File: src/rtl/riscv_pkg.sv
// Shared RV core constants and types, used by the register file and the ALU.
// Optional build macro consumed by users of this package: REGFILE_BYPASS_EN.
package riscv_pkg;

    localparam int unsigned XLEN       = 32;
    localparam int unsigned REG_ADDR_W = 5;
    localparam int unsigned ZERO_REG   = 0;

    typedef logic [XLEN-1:0]       xword_t;
    typedef logic [REG_ADDR_W-1:0] regidx_t;

    typedef enum logic [2:0] {
        ALU_ADD,
        ALU_SUB,
        ALU_AND,
        ALU_OR,
        ALU_XOR,
        ALU_SLT
    } alu_op_e;

endpackage

File: src/rtl/regfile_read_port.sv
// One combinational register-file read port: x0 masking plus optional write forwarding.
// Forwarding compare exists only when REGFILE_BYPASS_EN is defined.
module regfile_read_port
    import riscv_pkg::*;
#(
    parameter int unsigned XLEN       = riscv_pkg::XLEN,
    parameter int unsigned REG_ADDR_W = riscv_pkg::REG_ADDR_W
) (
    input  logic [REG_ADDR_W-1:0] raddr,
    input  logic [XLEN-1:0]       stored,
`ifdef REGFILE_BYPASS_EN
    input  logic                  wen,
    input  logic [REG_ADDR_W-1:0] waddr,
    input  logic [XLEN-1:0]       wdata,
`endif
    output logic [XLEN-1:0]       rdata
);

    always_comb begin
        rdata = stored;
`ifdef REGFILE_BYPASS_EN
        if (wen && (raddr == waddr)) begin
            rdata = wdata;
        end
`endif
        if (raddr == REG_ADDR_W'(ZERO_REG)) begin
            rdata = '0;
        end
    end

endmodule

File: src/rtl/regfile.sv
// 2^REG_ADDR_W x XLEN register file, two combinational reads, one clocked write, x0 hardwired.
// Define REGFILE_BYPASS_EN to forward same-cycle write data to matching read ports.
module regfile
    import riscv_pkg::*;
#(
    parameter int unsigned XLEN       = riscv_pkg::XLEN,
    parameter int unsigned REG_ADDR_W = riscv_pkg::REG_ADDR_W
) (
    input  logic                  clk,
    input  logic                  rst_n,
    input  logic [REG_ADDR_W-1:0] raddr1,
    input  logic [REG_ADDR_W-1:0] raddr2,
    output logic [XLEN-1:0]       rdata1,
    output logic [XLEN-1:0]       rdata2,
    input  logic                  we,
    input  logic [REG_ADDR_W-1:0] waddr,
    input  logic [XLEN-1:0]       wdata
);

    localparam int unsigned NREGS = 1 << REG_ADDR_W;

    logic [XLEN-1:0] regs [NREGS];
    logic            wen;

    // Qualifying with rst_n keeps forwarded data off the read ports during reset.
    assign wen = we && rst_n && (waddr != REG_ADDR_W'(ZERO_REG));

    always_ff @(posedge clk or negedge rst_n) begin
        if (!rst_n) begin
            for (int unsigned i = 0; i < NREGS; i++) begin
                regs[i] <= '0;
            end
        end else if (wen) begin
            regs[waddr] <= wdata;
        end
    end

    regfile_read_port #(
        .XLEN       (XLEN),
        .REG_ADDR_W (REG_ADDR_W)
    ) u_rp1 (
        .raddr  (raddr1),
        .stored (regs[raddr1]),
`ifdef REGFILE_BYPASS_EN
        .wen    (wen),
        .waddr  (waddr),
        .wdata  (wdata),
`endif
        .rdata  (rdata1)
    );

    regfile_read_port #(
        .XLEN       (XLEN),
        .REG_ADDR_W (REG_ADDR_W)
    ) u_rp2 (
        .raddr  (raddr2),
        .stored (regs[raddr2]),
`ifdef REGFILE_BYPASS_EN
        .wen    (wen),
        .waddr  (waddr),
        .wdata  (wdata),
`endif
        .rdata  (rdata2)
    );

endmodule

File: config.mk
export PLATFORM = sky130hd
export DESIGN_NAME = regfile
export DESIGN_NICKNAME = d
export VERILOG_FILES = /design/src/rtl/riscv_pkg.sv /design/src/rtl/regfile_read_port.sv /design/src/rtl/regfile.sv
export SDC_FILE = /design/constraint.sdc
export NUM_CORES = 2
export LEC_CHECK = 0
export BUFFER_PORTS_ARGS = -buffer_cell sky130_fd_sc_hd__buf_2
export CAP_MARGIN = 20
export CORE_UTILIZATION = 40
export DETAILED_ROUTE_END_ITERATION = 16
export SLEW_MARGIN = 25
export SYNTH_ARGS = -nofsm -noshare
export SYNTH_HDL_FRONTEND = slang
export SYNTH_SLANG_ARGS = --single-unit
export TNS_END_PERCENT = 30
File: constraint.sdc
create_clock -name clk -period 3.4 [get_ports clk]
set_input_delay 0.17 -clock clk [delete_from_list [all_inputs] [get_ports clk]]
set_output_delay 0.17 -clock clk [all_outputs]
set_load 0.01 [all_outputs]
# Word level (Yosys, flattened, before mapping)
# Index checks and enable logic that the tools add are counted.
dict set report word_totals {
  reg_bits 1024
  inputBits 50
  out_inout_bits 64
}
dict set report op_classes {
  order_cmp 4
  n_mux 11
  bitwise 3
  reduce_logical 6
}
# op count
set op_table {}
lappend op_table {{1024-bit bitwise mux} 1}
lappend op_table {{32-bit binary-select mux with 5-bit select} 2}
lappend op_table {{32-bit 2-to-1 mux} 7}
lappend op_table {{32-bit demux with 5-bit select} 1}
lappend op_table {{6-bit greater-or-equal comparator (second input constant)} 3}
lappend op_table {{5-bit NOT with 6-bit output} 3}
lappend op_table {{5-bit logical NOT} 2}
lappend op_table {{6-bit by 1-bit less-than comparator with 1-bit output (second input constant)} 1}
lappend op_table {{5-bit nonzero test} 1}
lappend op_table {{1-bit logical AND} 3}

# Logic depth before layout (Yosys ltp)
dict set report depth {
  depth_word 6
  ltp_mapped 7
}

# By module
# From an unflattened synthesis, not the netlist that was laid out.
dict set report unflattened {
  cells_unflattened 4694
  area_unflattened_um2 56147.6
}
# module instances cells_per_inst area_each_um2
set modules_own_cells {}
lappend modules_own_cells {regfile 1 4614 55504.5}
lappend modules_own_cells {regfile_read_port 2 40 321.6}

# Worst setup path after synthesis
# OpenSTA, ideal clock, no wires.
dict set report synth_timing {
  path_kind {in2out}
  from {input port raddr1[0]}
  to {output port rdata1[0]}
  arrival_time_ps 1727
  setup_slack_ps 1503
  cell_stages 7
  n_path_buf 4
  path_cell_list {buf_2 > inv_1 > buf_2 > buf_1 > clkbuf_1 > o2111ai_1 > a311oi_1}
}
dict set report synth_between {
  elab_chain_cells 5
}
# item line_no
set synth_rtl {}
lappend synth_rtl {{from (decl)} regfile.sv:11} ;# input logic [REG_ADDR_W-1:0] raddr1,
lappend synth_rtl {{5-bit NOT with 6-bit output (implied by the code)} regfile.sv:43} ;# .stored (regs[raddr1]),
lappend synth_rtl {{32-bit binary-select mux with 5-bit select} regfile.sv:43}
lappend synth_rtl {{32-bit 2-to-1 mux (implied by the code) (2 in series)} regfile.sv:43}
lappend synth_rtl {{32-bit 2-to-1 mux *} regfile_read_port.sv:26} ;# if (raddr == REG_ADDR_W'(ZERO_REG)) begin
lappend synth_rtl {{to (decl)} regfile.sv:13} ;# output logic [XLEN-1:0] rdata1,
# Every way passes the cells marked *; elsewhere a longest branch is shown, timed or not. The select of a mux whose other input is x is not followed.

# Worst setup path after layout
dict set report layout_timing {
  from {register regs[319] in the netlist's numbering}
  to {output port rdata1[31]}
}
dict set report layout_between {
  elab_chain_cells 4
}
# item line_no
set layout_rtl {}
lappend layout_rtl {{from (decl)} regfile.sv:22} ;# logic [XLEN-1:0] regs [NREGS];
lappend layout_rtl {{from (signal, indexed assignment)} regfile.sv:34} ;# regs[waddr] <= wdata;
lappend layout_rtl {{32-bit binary-select mux with 5-bit select} regfile.sv:43}
lappend layout_rtl {{32-bit 2-to-1 mux (implied by the code) (2 in series)} regfile.sv:43}
lappend layout_rtl {{32-bit 2-to-1 mux} regfile_read_port.sv:26}
# Every way passes these cells. The select of a mux whose other input is x is not followed.

==> flow_summary.toml <==
[global_route]
grt_antenna_before_repair = 15
grt_first_pass_wirelength_um = 262700
grtUsageTotal_pct = 26.24
grt_pass1_vias = 35810
overflow = 0
grt_max_degree = 151

[drt]
finalWirelength_um = 178200
via_count = 35040
drc = 0
ant_nets = 0
drt_iter0_markers = 3514
routed_via_density = 6.397
wl_per_cell_um = 32.53
dr.pass1.iters = 5
maxUsedRoutingLayer = "met5"
wirelength_met1_um = 77450
wl_met2_um = 81600
route.met3.wl_um = 13720

[timing]
clock-skew-final_ps = 0
period_needed_ps = 2996
max_freq_ghz = 0.3338
tightest_slew_ps = 1140
layout_setup_ws_ps = 403.8
rsz0062_at_grt = "false"
setup_tns_ps = 0
relSlewSlack_pct = 24.03
timing.final.crit_share_pct = 88.12
timing.hold.ws_ps = 49.34
setup_violations = 0
drv_slew = 0
hold_viol_final = 0

[placed_design]
port_buffers = 113
globalplace.congestion = 0.8210
dp_hpwl_um = 108100
postPlaceCellArea_mm2 = 0.05769
dp_slack_ps = 383.7

[worst_setup_path]
slowest_stage = "a311oi_1"
cp.required_ps = 3230
cpPeakStageDelay_ps = 810
critical_path_class = "reg -> out"
start_kind = "flop"
crit_fanout = 3
worstPathArrival_ps = 2830
worstPathCellList = "mux2i_1, a221oi_1, o21ai_0, a311oi_1, buf_2"
critPathCaptureType = "output pin"

[cells_and_area]
drive_gt1_share_pct = 54.51
syn_to_final_growth_pct = 12.81
nNetsFinal = 3649
reg_top3 = "regs x1024"
final_cell_mix = "dfrtp_1 (1,024), mux2_2 (982), mux4_2 (448)"
largest_register_ffs = 1024
fill_cells = 11990
finalInstanceArea_mm2 = 0.06156
top_register = "regs"
layout_commonest_cell = "dfrtp_1"

[synthesis]
synth-seq-cells = 1024
yosysSeqAreaShare_pct = 46.96
syn_nets = 3673
synth_async_sr_flop_share_pct = 100.0
synthCells = 3623
yosysTopAreaCellShare_pct = 46.96
synth-edff-count = 0
yosysUniqueCellTypes = 36
synth_top_cell_by_area = "dfrtp_1"
syn-cell-area_mm2 = 0.05457
syn_avg_cell_area_um2 = 15.06
yosys_warnings = 0
ys.flop_type = "dfrtp_1"
netlist_top_cells_area = "dfrtp_1 (47%), mux2_2 (20%), mux4_2 (18%)"

[clock_tree]
cts_resized = 0
clockRootBuffer = "clkbuf_16"
clk_pin_slew_worst_paths_ps = 60
htree_levels = 3
clock_path_buffers = 3
cts_tree = "done"
clk_latency_ps = 730
cts_made_buffers = 114
cts_setup_buffers = 0
cts.sinks = 1024
cts_hold_buf = 1

[min_path]
hold_class = "in -> reg"

[pwr]
vdd_drop_max_uv = 424.9
leakage_uw = 0.02710
powerDensity_mw_per_mm2 = 540.1

[die]
initial_core_util_pct = 40.28
io_pins = 114
die-area_mm2 = 0.1379
fp.dieH_um = 371.4
die_w_um = 371.4
core_area_mm2 = 0.1355
rows = 135

[outcome]
status = "finished, final reports clean"

[flow_run]
maxCapViolations = 0
## metrics by stage
| stage | power [uW] | std cells | util (%) |
|---|---|---|---|
| 2_1_floorplan | 18700 | 3623 | - |
| 6_report | 33250 | 5478 | 45.44 |
| 3_3_place_gp | 20450 | 5263 | 42.58 |
| 5_1_grt | 34530 | 5476 | 45.44 |
| 4_1_cts | 33470 | 5474 | 45.43 |
| 3_5_place_dp | 20600 | 5263 | 42.58 |
## worst max-delay path, delay by kind of cell (launching register included)
kind | cells | cell delay (ps)
compound gates | 3 | 1370
flops | 1 | 370
buf+inv | 1 | 270
mux | 1 | 90
## logic make-up (layout without fill, tap and decap cells)
| group | count (synthesis) | after routing | synth area share, % |
|---|---|---|---|
| buffers and inverters | 429 | 499 | 3.471 |
| DFF | 1024 | 1024 | 46.96 |
| other | 0 | 4 | 0 |
| and+or+nand+nor | 173 | 173 | 1.713 |
| muxes | 1632 | 1632 | 43.04 |
| AOI/OAI and AO/OA | 365 | 365 | 4.815 |
## power breakdown
part	internal [uW]	leakage, uW	switching [uW]
logic	3120	0.0116	2390
clock network	7500	0.00191	5320
registers	13800	0.0136	1150
total	24400	0.0271	8860
## synthesized netlist by cell type (27+ instances only)
cell      number
a22oi_1       64
mux4_2       448
nor2b_1       69
a311oi_1      64
mux2i_1      128
clkbuf_1     235
nand2_1       43
mux2_4        60
buf_2        170
nor2_1        27
o21ai_0      109
dfrtp_1     1024
a211oi_1      64
mux2_2       982
a221oi_1      45
## layer usage
layer	vias to the layer above	GRT usage, %
met1	19220	37.86
met3	303	4.842
li1	14040	-
met4	12	8.634
met2	1476	39.87
met5	-	0
## final timing paths
| path | start | endpoint | slack, ps | cells past startpoint |
|---|---|---|---|---|
| max | regs[319]$_DFFE_PN0P_ | rdata1[31] | 400 | 5 |
| max reg2reg | regs[719]$_DFFE_PN0P_ | regs[719]$_DFFE_PN0P_ | 2590 | 1 |
| min in group asynchronous | rst_n | regs[586]$_DFFE_PN0P_ | 80 | 3 |
| min reg2reg | regs[1004]$_DFFE_PN0P_ | regs[1004]$_DFFE_PN0P_ | 390 | 0 |
| max in group asynchronous | rst_n | regs[971]$_DFFE_PN0P_ | 1480 | 5 |
| min | wdata[28] | regs[732]$_DFFE_PN0P_ | 50 | 2 |
## cell type report
type	count	area (um2)	area share, %
antenna	4	10.01	0.01626
clock buffer	163	3308	5.374
clock inverter	47	541.8	0.8801
inverter	2	12.51	0.02033
multi-input combinational	2170	27330	44.40
sequential	1024	25620	41.63
tap	1781	2228	3.620
timing repair buffer	287	2500	4.061
No activity file was read; power rests on OpenSTA's default activity.
